`config.mk`:
```
export PLATFORM = sky130hd
export DESIGN_NAME = mio_bus_ctrl
export DESIGN_NICKNAME = d
export VERILOG_FILES = /design/src/rtl/mio_bus_ctrl.sv
export SDC_FILE = /design/constraint.sdc
export NUM_CORES = 1
export LEC_CHECK = 0
export ABC_CLOCK_PERIOD_IN_PS = 7350
export CAP_MARGIN = 20
export CORE_MARGIN = 5
export CORE_UTILIZATION = 69
export CTS_CLUSTER_SIZE = 40
export DETAILED_ROUTE_END_ITERATION = 12
export DONT_BUFFER_PORTS = 1
export PLACE_DENSITY = 0.85
export SYNTH_ARGS = -nofsm -noshare
export SYNTH_HDL_FRONTEND = slang
export SYNTH_SLANG_ARGS = --single-unit
```
`constraint.sdc`:
```
create_clock -name i_clk -period 7.35 [get_ports i_clk]
set_input_delay 0.735 -clock i_clk [delete_from_list [all_inputs] [get_ports i_clk]]
set_output_delay 0.735 -clock i_clk [all_outputs]
set_load 0.05 [all_outputs]
```
`src/rtl/mio_bus_ctrl.sv`:
```
// Memory/IO bus controller behind the single-cycle CPU core: wait-stated block RAM,
// switch/LED registers and a compare timer that drives the core interrupt.
module mio_bus_ctrl #(
  parameter int unsigned RAM_LATENCY = 2,
  parameter int unsigned TIMER_W     = 32
) (
  input  logic        i_clk,
  input  logic        i_reset,
  input  logic [31:0] i_cpu_addr,
  input  logic [31:0] i_cpu_wdata,
  input  logic        i_cpu_mem_w,
  input  logic        i_cpu_req,
  output logic [31:0] o_cpu_rdata,
  output logic        o_mio_ready,
  output logic        o_irq,
  output logic [9:0]  o_ram_addr,
  output logic [31:0] o_ram_wdata,
  output logic        o_ram_we,
  input  logic [31:0] i_ram_rdata,
  input  logic [15:0] i_sw,
  output logic [15:0] o_led
);

  typedef enum logic [1:0] {StIdle, StRamWait, StDone} state_e;

  state_e             r_state, w_state_d;
  logic [3:0]         r_wait, w_wait_d;
  logic               r_wr, w_wr_d;
  logic [31:0]        r_rdata, w_rdata_d;
  logic               r_ram_we, w_ram_we_d;
  logic [15:0]        r_led, w_led_d;
  logic [TIMER_W-1:0] r_count, w_count_d;
  logic [TIMER_W-1:0] r_compare, w_compare_d;
  logic               r_pending, w_pending_d;
  logic               r_enable, w_enable_d;
  logic               r_irq;

  logic        w_is_ram, w_sel_sw, w_sel_led, w_sel_cnt, w_sel_cmp, w_sel_sts;
  logic        w_io_acc, w_io_wr, w_match;
  logic [31:0] w_io_rdata;

  assign w_is_ram  = (i_cpu_addr[31:12] == 20'h0);
  assign w_sel_sw  = (i_cpu_addr == 32'hE000_0000);
  assign w_sel_led = (i_cpu_addr == 32'hF000_0000);
  assign w_sel_cnt = (i_cpu_addr == 32'hF000_0004);
  assign w_sel_cmp = (i_cpu_addr == 32'hF000_0008);
  assign w_sel_sts = (i_cpu_addr == 32'hF000_000C);

  // IO/unmapped accesses complete on the sampling edge itself.
  assign w_io_acc = (r_state == StIdle) && i_cpu_req && !w_is_ram;
  assign w_io_wr  = w_io_acc && i_cpu_mem_w;
  assign w_match  = (r_count == r_compare) && (r_compare != '0);

  always_comb begin
    w_io_rdata = 32'h0;
    if (w_sel_sw)  w_io_rdata = {16'h0, i_sw};
    if (w_sel_led) w_io_rdata = {16'h0, r_led};
    if (w_sel_cnt) w_io_rdata = 32'(r_count);
    if (w_sel_cmp) w_io_rdata = 32'(r_compare);
    if (w_sel_sts) w_io_rdata = {30'h0, r_enable, r_pending};
  end

  always_comb begin
    w_state_d  = r_state;
    w_wait_d   = r_wait;
    w_wr_d     = r_wr;
    w_rdata_d  = r_rdata;
    w_ram_we_d = 1'b0;
    unique case (r_state)
      StIdle: begin
        if (i_cpu_req) begin
          if (w_is_ram) begin
            w_state_d  = StRamWait;
            w_wait_d   = 4'(RAM_LATENCY);
            w_wr_d     = i_cpu_mem_w;
            w_ram_we_d = i_cpu_mem_w;
          end else begin
            w_state_d = StDone;
            w_rdata_d = i_cpu_mem_w ? 32'h0 : w_io_rdata;
          end
        end
      end
      StRamWait: begin
        w_wait_d = r_wait - 4'd1;
        if (r_wait == 4'd1) begin
          w_state_d = StDone;
          w_rdata_d = r_wr ? 32'h0 : i_ram_rdata;
        end
      end
      StDone:  w_state_d = StIdle;
      default: w_state_d = StIdle;
    endcase
  end

  always_comb begin
    w_led_d     = (w_io_wr && w_sel_led) ? i_cpu_wdata[15:0] : r_led;
    w_count_d   = (w_io_wr && w_sel_cnt) ? TIMER_W'(i_cpu_wdata) : r_count + TIMER_W'(1);
    w_compare_d = (w_io_wr && w_sel_cmp) ? TIMER_W'(i_cpu_wdata) : r_compare;
    w_enable_d  = (w_io_wr && w_sel_sts) ? i_cpu_wdata[1] : r_enable;
    // A match on the same edge as a write-1-clear keeps pending set.
    w_pending_d = w_match | (r_pending & ~(w_io_wr & w_sel_sts & i_cpu_wdata[0]));
  end

  always_ff @(posedge i_clk or posedge i_reset) begin
    if (i_reset) begin
      r_state   <= StIdle;
      r_wait    <= 4'd0;
      r_wr      <= 1'b0;
      r_rdata   <= 32'h0;
      r_ram_we  <= 1'b0;
      r_led     <= 16'h0;
      r_count   <= '0;
      r_compare <= '0;
      r_pending <= 1'b0;
      r_enable  <= 1'b0;
      r_irq     <= 1'b0;
    end else begin
      r_state   <= w_state_d;
      r_wait    <= w_wait_d;
      r_wr      <= w_wr_d;
      r_rdata   <= w_rdata_d;
      r_ram_we  <= w_ram_we_d;
      r_led     <= w_led_d;
      r_count   <= w_count_d;
      r_compare <= w_compare_d;
      r_pending <= w_pending_d;
      r_enable  <= w_enable_d;
      r_irq     <= r_pending & r_enable;
    end
  end

  assign o_cpu_rdata = r_rdata;
  assign o_mio_ready = (r_state == StDone);
  assign o_irq       = r_irq;
  assign o_ram_addr  = i_cpu_addr[11:2];
  assign o_ram_wdata = i_cpu_wdata;
  assign o_ram_we    = r_ram_we;
  assign o_led       = r_led;

endmodule
```
==> impl_metrics.ini, run 1 <==
[status]
outcome = completed

[global_route]
gr-total-overflow = 0
grt_max_degree = 77
antenna_found_initial = 1
grt_pass1_vias = 5999
track_usage = 0.325
grt_pass1_wl_um = 33400

[sta]
finalSetupTns_ns = 0
fin_worst_skew_ns = 0.00488
period_share = 0.495
rsz0062_at_grt = no
tightest_slew_ns = 1.16
setup_viol = 0
min_period_ns = 3.64
max_freq_mhz = 275
finalHoldViolCount = 0
slew_headroom = 0.222
drv_slew = 0

[routing]
drc = 0
detailroute.via_count = 5933
wl_per_cell_um = 25.7
wirelength_um = 21100
first_pass_iters = 6
drtIter0Drc = 715
viasPerCell = 7.21
ant_nets = 0

[power]
p_sw_uw = 434
combPwrFrac = 0.057
irDropWorstVdd_v = 0.000144
power.leakage_uw = 0.00359
p_sw_frac = 0.252
p_int_uw = 1290
pwr-share-clk = 0.510
p_seq_frac = 0.433
power_density_nw_per_um2 = 218

[synth]
syn_area_um2 = 7540
synthArstFlopShare = 1.00
synth_top_area_share = 0.408
synthCells = 730
synthSimpleGateAreaFrac = 0.169
dominantRegCellSynth = dfrtp_1
synth_nets = 849
synthTopCellsByCount = 123 x dfrtp_1, 53 x mux2_2, 42 x buf_4
synth_fa_ha_area_frac = 0.00498
yosys-top-cells-area = dfrtp_1 41%, mux2_2 7.9%, mux2_4 6.0%
seq_area_frac_synth = 0.408
synth.avg_cell_area_um2 = 10.3
muxShareOfSynthArea = 0.163
synth_edf_count = 0
synthXorXnorAreaFrac = 0.0720
synth_top_cell_by_area = dfrtp_1
synth_top_family_by_area = simple AND/OR/NAND/NOR gates
synth-seq-cells = 123
yosysMostFrequentCell = dfrtp_1
yosysWarningCount = 0
synth-compound-area-share = 0.109
ys_types = 52

[critical_path]
rr_worst_depth = 8
crit_required_ns = 7.77
cp-end-kind = register
crit_end = r_compare[28]
r2r_end = o_cpu_rdata[18]
path_class = input port to register
startpoint = i_cpu_addr[7]
reg2reg_from = r_wait[1]
crit_arrival_ns = 4.06
startpoint_type = input port
r2r_slack_ns = 4.50
crit_fanout = 32

[die]
die_h_um = 115
io_pins = 209
start_util = 0.699
fp.dieW_um = 115
rows = 38
dieArea_um2 = 13100
core_area_um2 = 10800

[clock_tree]
cts_tree = yes
ctsResizeCount = 0
postCtsSetupRepairBufs = 0
cts_hold_buffers = 0
clkSinkCount = 123
root_buffer = clkbuf_8
path_clk_slew_ns = 0.06
cts-htree-levels = 4
numCtsBuffers = 17
clk_path_buf_depth = 2
clock_latency_ns = 0.53

[cells_and_area]
stdcell_count = 823
area_delta_synth_final_pct = 4.56
drive_gt1_frac = 0.195
fill_cells = 714
register_area_um2 = 3080
nNetsFinal = 788
multi_input_area_um2 = 3910

[placed_design]
dp_hpwl_um = 14600
io_buffers = 0
placed_cells = 789
place_congestion = 0.956

[run]
cap_violations = 0

[min_path]
hold_path.class = input port to async pin
==> worst min-delay path by stage <==
stage,slack (ns),cells past startpoint,endpoint
floorplan,0.45,1,r_wr
global placement,0.48,1,r_wr
detailed placement,0.49,1,o_irq
CTS,0.17,1,o_cpu_rdata[6]
global route,0.20,1,o_cpu_rdata[6]
finish,0.15,1,o_cpu_rdata[1]
==> worst max-delay path: stages <==
cell and delay [ns]:
nor3_1 0.40, nand4_1 0.79, nor4_4 1.04, nand2_4 0.59, mux2_4 0.46
==> stage by stage <==
stage           util  worst slack [ns]  area, µm²  total power [µW]  hold WS, ns
2_1_floorplan      -              3.34       7540               894        0.450
3_3_place_gp   0.672              3.46       7250               848        0.482
4_1_cts        0.729              3.80       7870              1720        0.167
3_5_place_dp   0.672              3.29       7250               855        0.493
6_report       0.731              3.71       7890              1720        0.146
5_1_grt        0.731              3.49       7890              1760        0.197
==> per-layer routing <==
| metal | share of wire | GRT usage |
|---|---|---|
| met5 | 0 | 0 |
| met4 | 0.033 | 0.119 |
| met3 | 0.10 | 0.0936 |
| met2 | 0.47 | 0.519 |
| met1 | 0.39 | 0.424 |
==> layout make-up <==
class,count,share of cell area
antenna,1,0.000317
clock buffer,20,0.0565
clock inverter,12,0.0216
inverter,10,0.00508
multi-input combinational,509,0.495
sequential,123,0.390
tap,140,0.0222
timing repair buffer,8,0.00857
==> layout by cell type, fill, tap and decap left out, drive strengths merged, types with 9 or more instances in the layout <==
cell type  count
xnor2         41
clkbuf        20
mux2          83
a21oi         32
nand3         16
mux2i         18
nand4         29
dfrtp        123
o21ai         22
a22oi         20
nor3          15
xor2          21
nor4          36
nand2         28
nor2          37
and2          25
o211ai        10
inv           10
and4           9
==> cells by family (layout without fill, tap and decap cells) <==
| logic type | count (synthesis) | count (layout) |
|---|---|---|
| flip-flops | 123 | 123 |
| AO/OA/AOI/OAI | 121 | 121 |
| other | 0 | 1 |
| AND/OR/NAND/NOR | 222 | 222 |
| buffers and inverters | 98 | 50 |
| XOR/XNOR | 62 | 62 |
| adder cells (fa/ha/maj) | 3 | 3 |
| multiplexers | 101 | 101 |
==> sequential cells by signal, summed over array words and instances, names as in the netlist <==
signal       flops
r_count         32
r_state          2
r_compare       32
r_wr             1
o_ram_we         1
o_cpu_rdata     32
o_irq            1
r_pending        1
r_wait           4
o_led           16
r_enable         1
==> power groups by stage <==
stage	clock (µW)	combinational, µW	sequential [µW]
after CTS	875	98.7	745
after floorplan	0	142	752
after global routing	907	109	746
after global placement	0	91.8	756
final	879	98.6	745
after detailed placement	0	97.4	757
Power figures use the tool's default switching activity.
==> inputs of run 2 (changes only) <==
==> config.mk (replaced) <==
export PLATFORM = sky130hd
export DESIGN_NAME = mio_bus_ctrl
export DESIGN_NICKNAME = d
export VERILOG_FILES = /design/src/rtl/mio_bus_ctrl.sv
export SDC_FILE = /design/constraint.sdc
export NUM_CORES = 1
export LEC_CHECK = 0
export ABC_AREA = 1
export ABC_CLOCK_PERIOD_IN_PS = 3530
export CAP_MARGIN = 20
export CORE_MARGIN = 5
export CORE_UTILIZATION = 64
export CTS_CLUSTER_SIZE = 40
export DETAILED_ROUTE_END_ITERATION = 12
export DONT_BUFFER_PORTS = 1
export PLACE_DENSITY = 0.8
export SYNTH_ARGS = -nofsm -noshare
export SYNTH_HDL_FRONTEND = slang
export SYNTH_SLANG_ARGS = --single-unit
==> constraint.sdc (replaced) <==
create_clock -name i_clk -period 3.53 [get_ports i_clk]
set_input_delay 0.353 -clock i_clk [delete_from_list [all_inputs] [get_ports i_clk]]
set_output_delay 0.353 -clock i_clk [all_outputs]
set_load 0.05 [all_outputs]
==> run 2 against run 1 <==
  * Wire length fell by 1.1%
  * Non-clock buffer count is the same
  * Critical endpoint is now r_compare[25]
  * Clock skew increased by 0.0019 ns
  * Clock-buffer cell count did not move
  * Total power grew to 2.8 times the previous value
  * Final area is 1.7% lower
  * Clock power increased by 120%
  * Core utilization fell by 4.6 points
  * Via count rose by 10%
  * Largest power group is now registers
  * Worst hold slack worse by 0.082 ns
  * Synthesized area decreased by 2.7%
  * Setup slack worse by 2.5 ns
==> impl_metrics.ini, run 2 <==
[status]
outcome = completed

[clock_tree]
cts_tree = yes
ctsResizeCount = 0
postCtsSetupRepairBufs = 0
clock_latency_ns = 0.42
cts_hold_buffers = 1
root_buffer = clkbuf_16
clk_path_buf_depth = 2
path_clk_slew_ns = 0.06
clkSinkCount = 123
cts-htree-levels = 4
numCtsBuffers = 17

[die]
io_pins = 209
rows = 39
start_util = 0.648
dieArea_um2 = 13700
fp.dieW_um = 117
die_h_um = 117
core_area_um2 = 11300

[critical_path]
path_buf_inv = 1
startpoint_type = register
crit_required_ns = 3.82
cp-end-kind = register
crit_fanout = 40
critPathTopFamily = simple AND/OR/NAND/NOR gates
r2r_slack_ns = 1.25
slowest_stage = nand2_1
cp_common_cell = nand2_1
crit_arrival_ns = 2.57
path_class = register to register
critPathMaxStageDelay_ns = 0.49
worstPathCellList = nor2_1 > nand2_1 > nor3_4 > nand2_1 > buf_4 > nand2_1 > o21ai_0

[synth]
dominantRegCellSynth = dfrtp_1
synth_top_area_share = 0.419
synthArstFlopShare = 1.00
yosysWarningCount = 0
yosysMostFrequentCell = nand2_1
synth_top_cell_by_area = dfrtp_1
synth_nets = 1099
synth-seq-cells = 123
ys_types = 34
synthTopCellsByCount = 212 x nand2_1, 123 x dfrtp_1, 97 x nor2_1
synth.avg_cell_area_um2 = 7.49
syn_area_um2 = 7340
synth_edf_count = 0
synthCells = 980
seq_area_frac_synth = 0.419
yosys-top-cells-area = dfrtp_1 42%, nand2_1 11%, a21oi_1 5.5%

[cells_and_area]
n_antenna_cell = 0
post-route-cell-area_um2 = 7750
area_delta_synth_final_pct = 5.59
nNetsFinal = 1045
final_core_util = 0.685
final_common_cell = nand2_1
drive_gt1_frac = 0.0607
final_cell_mix = 212 x nand2_1, 123 x dfrtp_1, 95 x nor2_1

[sta]
period_share = 0.647
rsz0062_at_grt = no
setup_viol = 0
finalSetupTns_ns = 0
drv_slew = 0
slew_headroom = 0.303
max_freq_mhz = 438
fin_worst_skew_ns = 0.00681
hold_ws_ns = 0.0641
tightest_slew_ns = 1.04
min_period_ns = 2.28
finalHoldViolCount = 0

[power]
combPwrFrac = 0.125
p_sw_frac = 0.371
pwr-share-clk = 0.391
p_sw_uw = 1820
power.leakage_uw = 0.00349
irDropWorstVdd_v = 0.000598
power_density_nw_per_um2 = 632
p_total_uw = 4890
p_seq_frac = 0.484
p_int_uw = 3080

[placed_design]
placed_cell_area_um2 = 7090
place_congestion = 0.929
io_buffers = 0
dp_hpwl_um = 15300

[routing]
wirelength_um = 20900
drc = 0
drtIter0Drc = 785
viasPerCell = 6.05
ant_nets = 0
first_pass_iters = 5
detailroute.via_count = 6548
wl_per_cell_um = 19.3

[global_route]
gr-total-overflow = 0
track_usage = 0.313
grt_pass1_vias = 6207
grt_pass1_wl_um = 32700
grt_max_degree = 91
antenna_found_initial = 1

[run]
cap_violations = 0

[min_path]
hold_path.class = input port to register
run 2: cell count changes in the layout (fill, tap and decap cells not counted), sizes merged, moves of 20 or more:
cell / change
nor2: +66
inv: +81
xnor2: -24
o21ai: +61
a21oi: +49
a22oi: -20
nand3: +44
nor4: -25
and2: -23
nand2: +184
mux2: -82
run 2: power by group through the flow:
stage | registers [µW] | logic (µW) | clock network, µW
finish | 2370 | 613 | 1910
CTS | 2370 | 620 | 1930
global placement | 2390 | 596 | 0
floorplan | 2340 | 617 | 0
global route | 2400 | 698 | 1990
detailed placement | 2400 | 614 | 0
run 2: worst paths after layout:
| kind | start | end | depth (start not counted) |
|---|---|---|---|
| setup / recovery | r_state[1] | r_compare[25] | 7 |
| hold / removal | i_cpu_wdata[27] | r_compare[27] | 2 |
| setup reg to reg | r_state[1] | r_compare[25] | 7 |
| hold reg to reg | r_compare[31] | r_compare[31] | 2 |
| max in group asynchronous | i_reset | r_compare[5] | 3 |
| min in group asynchronous | i_reset | o_ram_we | 2 |
run 2: per-layer routing:
layer	vias to the layer above	track usage	part of all wire
met5	-	0	0.00062
met4	2	0.112	0.026
met3	55	0.0884	0.10
met2	387	0.477	0.45
met1	3052	0.431	0.42
li1	3052	-	-
run 2: per-stage QoR:
stage	cells	worst slack, ns
CTS	1082	1.30
finish	1082	1.25
global placement	1049	1.06
global route	1082	1.04
floorplan	980	1.67
detailed placement	1049	0.961
run 2: area by class of cell:
type | count | area, µm²
clock buffer | 20 | 457
clock inverter | 12 | 194
fill | 959 | 3570
inverter | 92 | 349
multi-input combinational | 684 | 3420
sequential | 123 | 3080
tap | 143 | 179
timing repair buffer | 8 | 75.1
run 2: kinds of logic (layout without fill, tap and decap cells):
family,Yosys count,after routing,synth area share
XOR/XNOR,50,50,0.0597
adder cells (fa/ha/maj),3,3,0.00511
flip-flops,123,123,0.419
multiplexers,1,1,0.00153
AND/OR/NAND/NOR,432,432,0.255
AO/OA/AOI/OAI,198,198,0.144
buffers and inverters,173,132,0.116
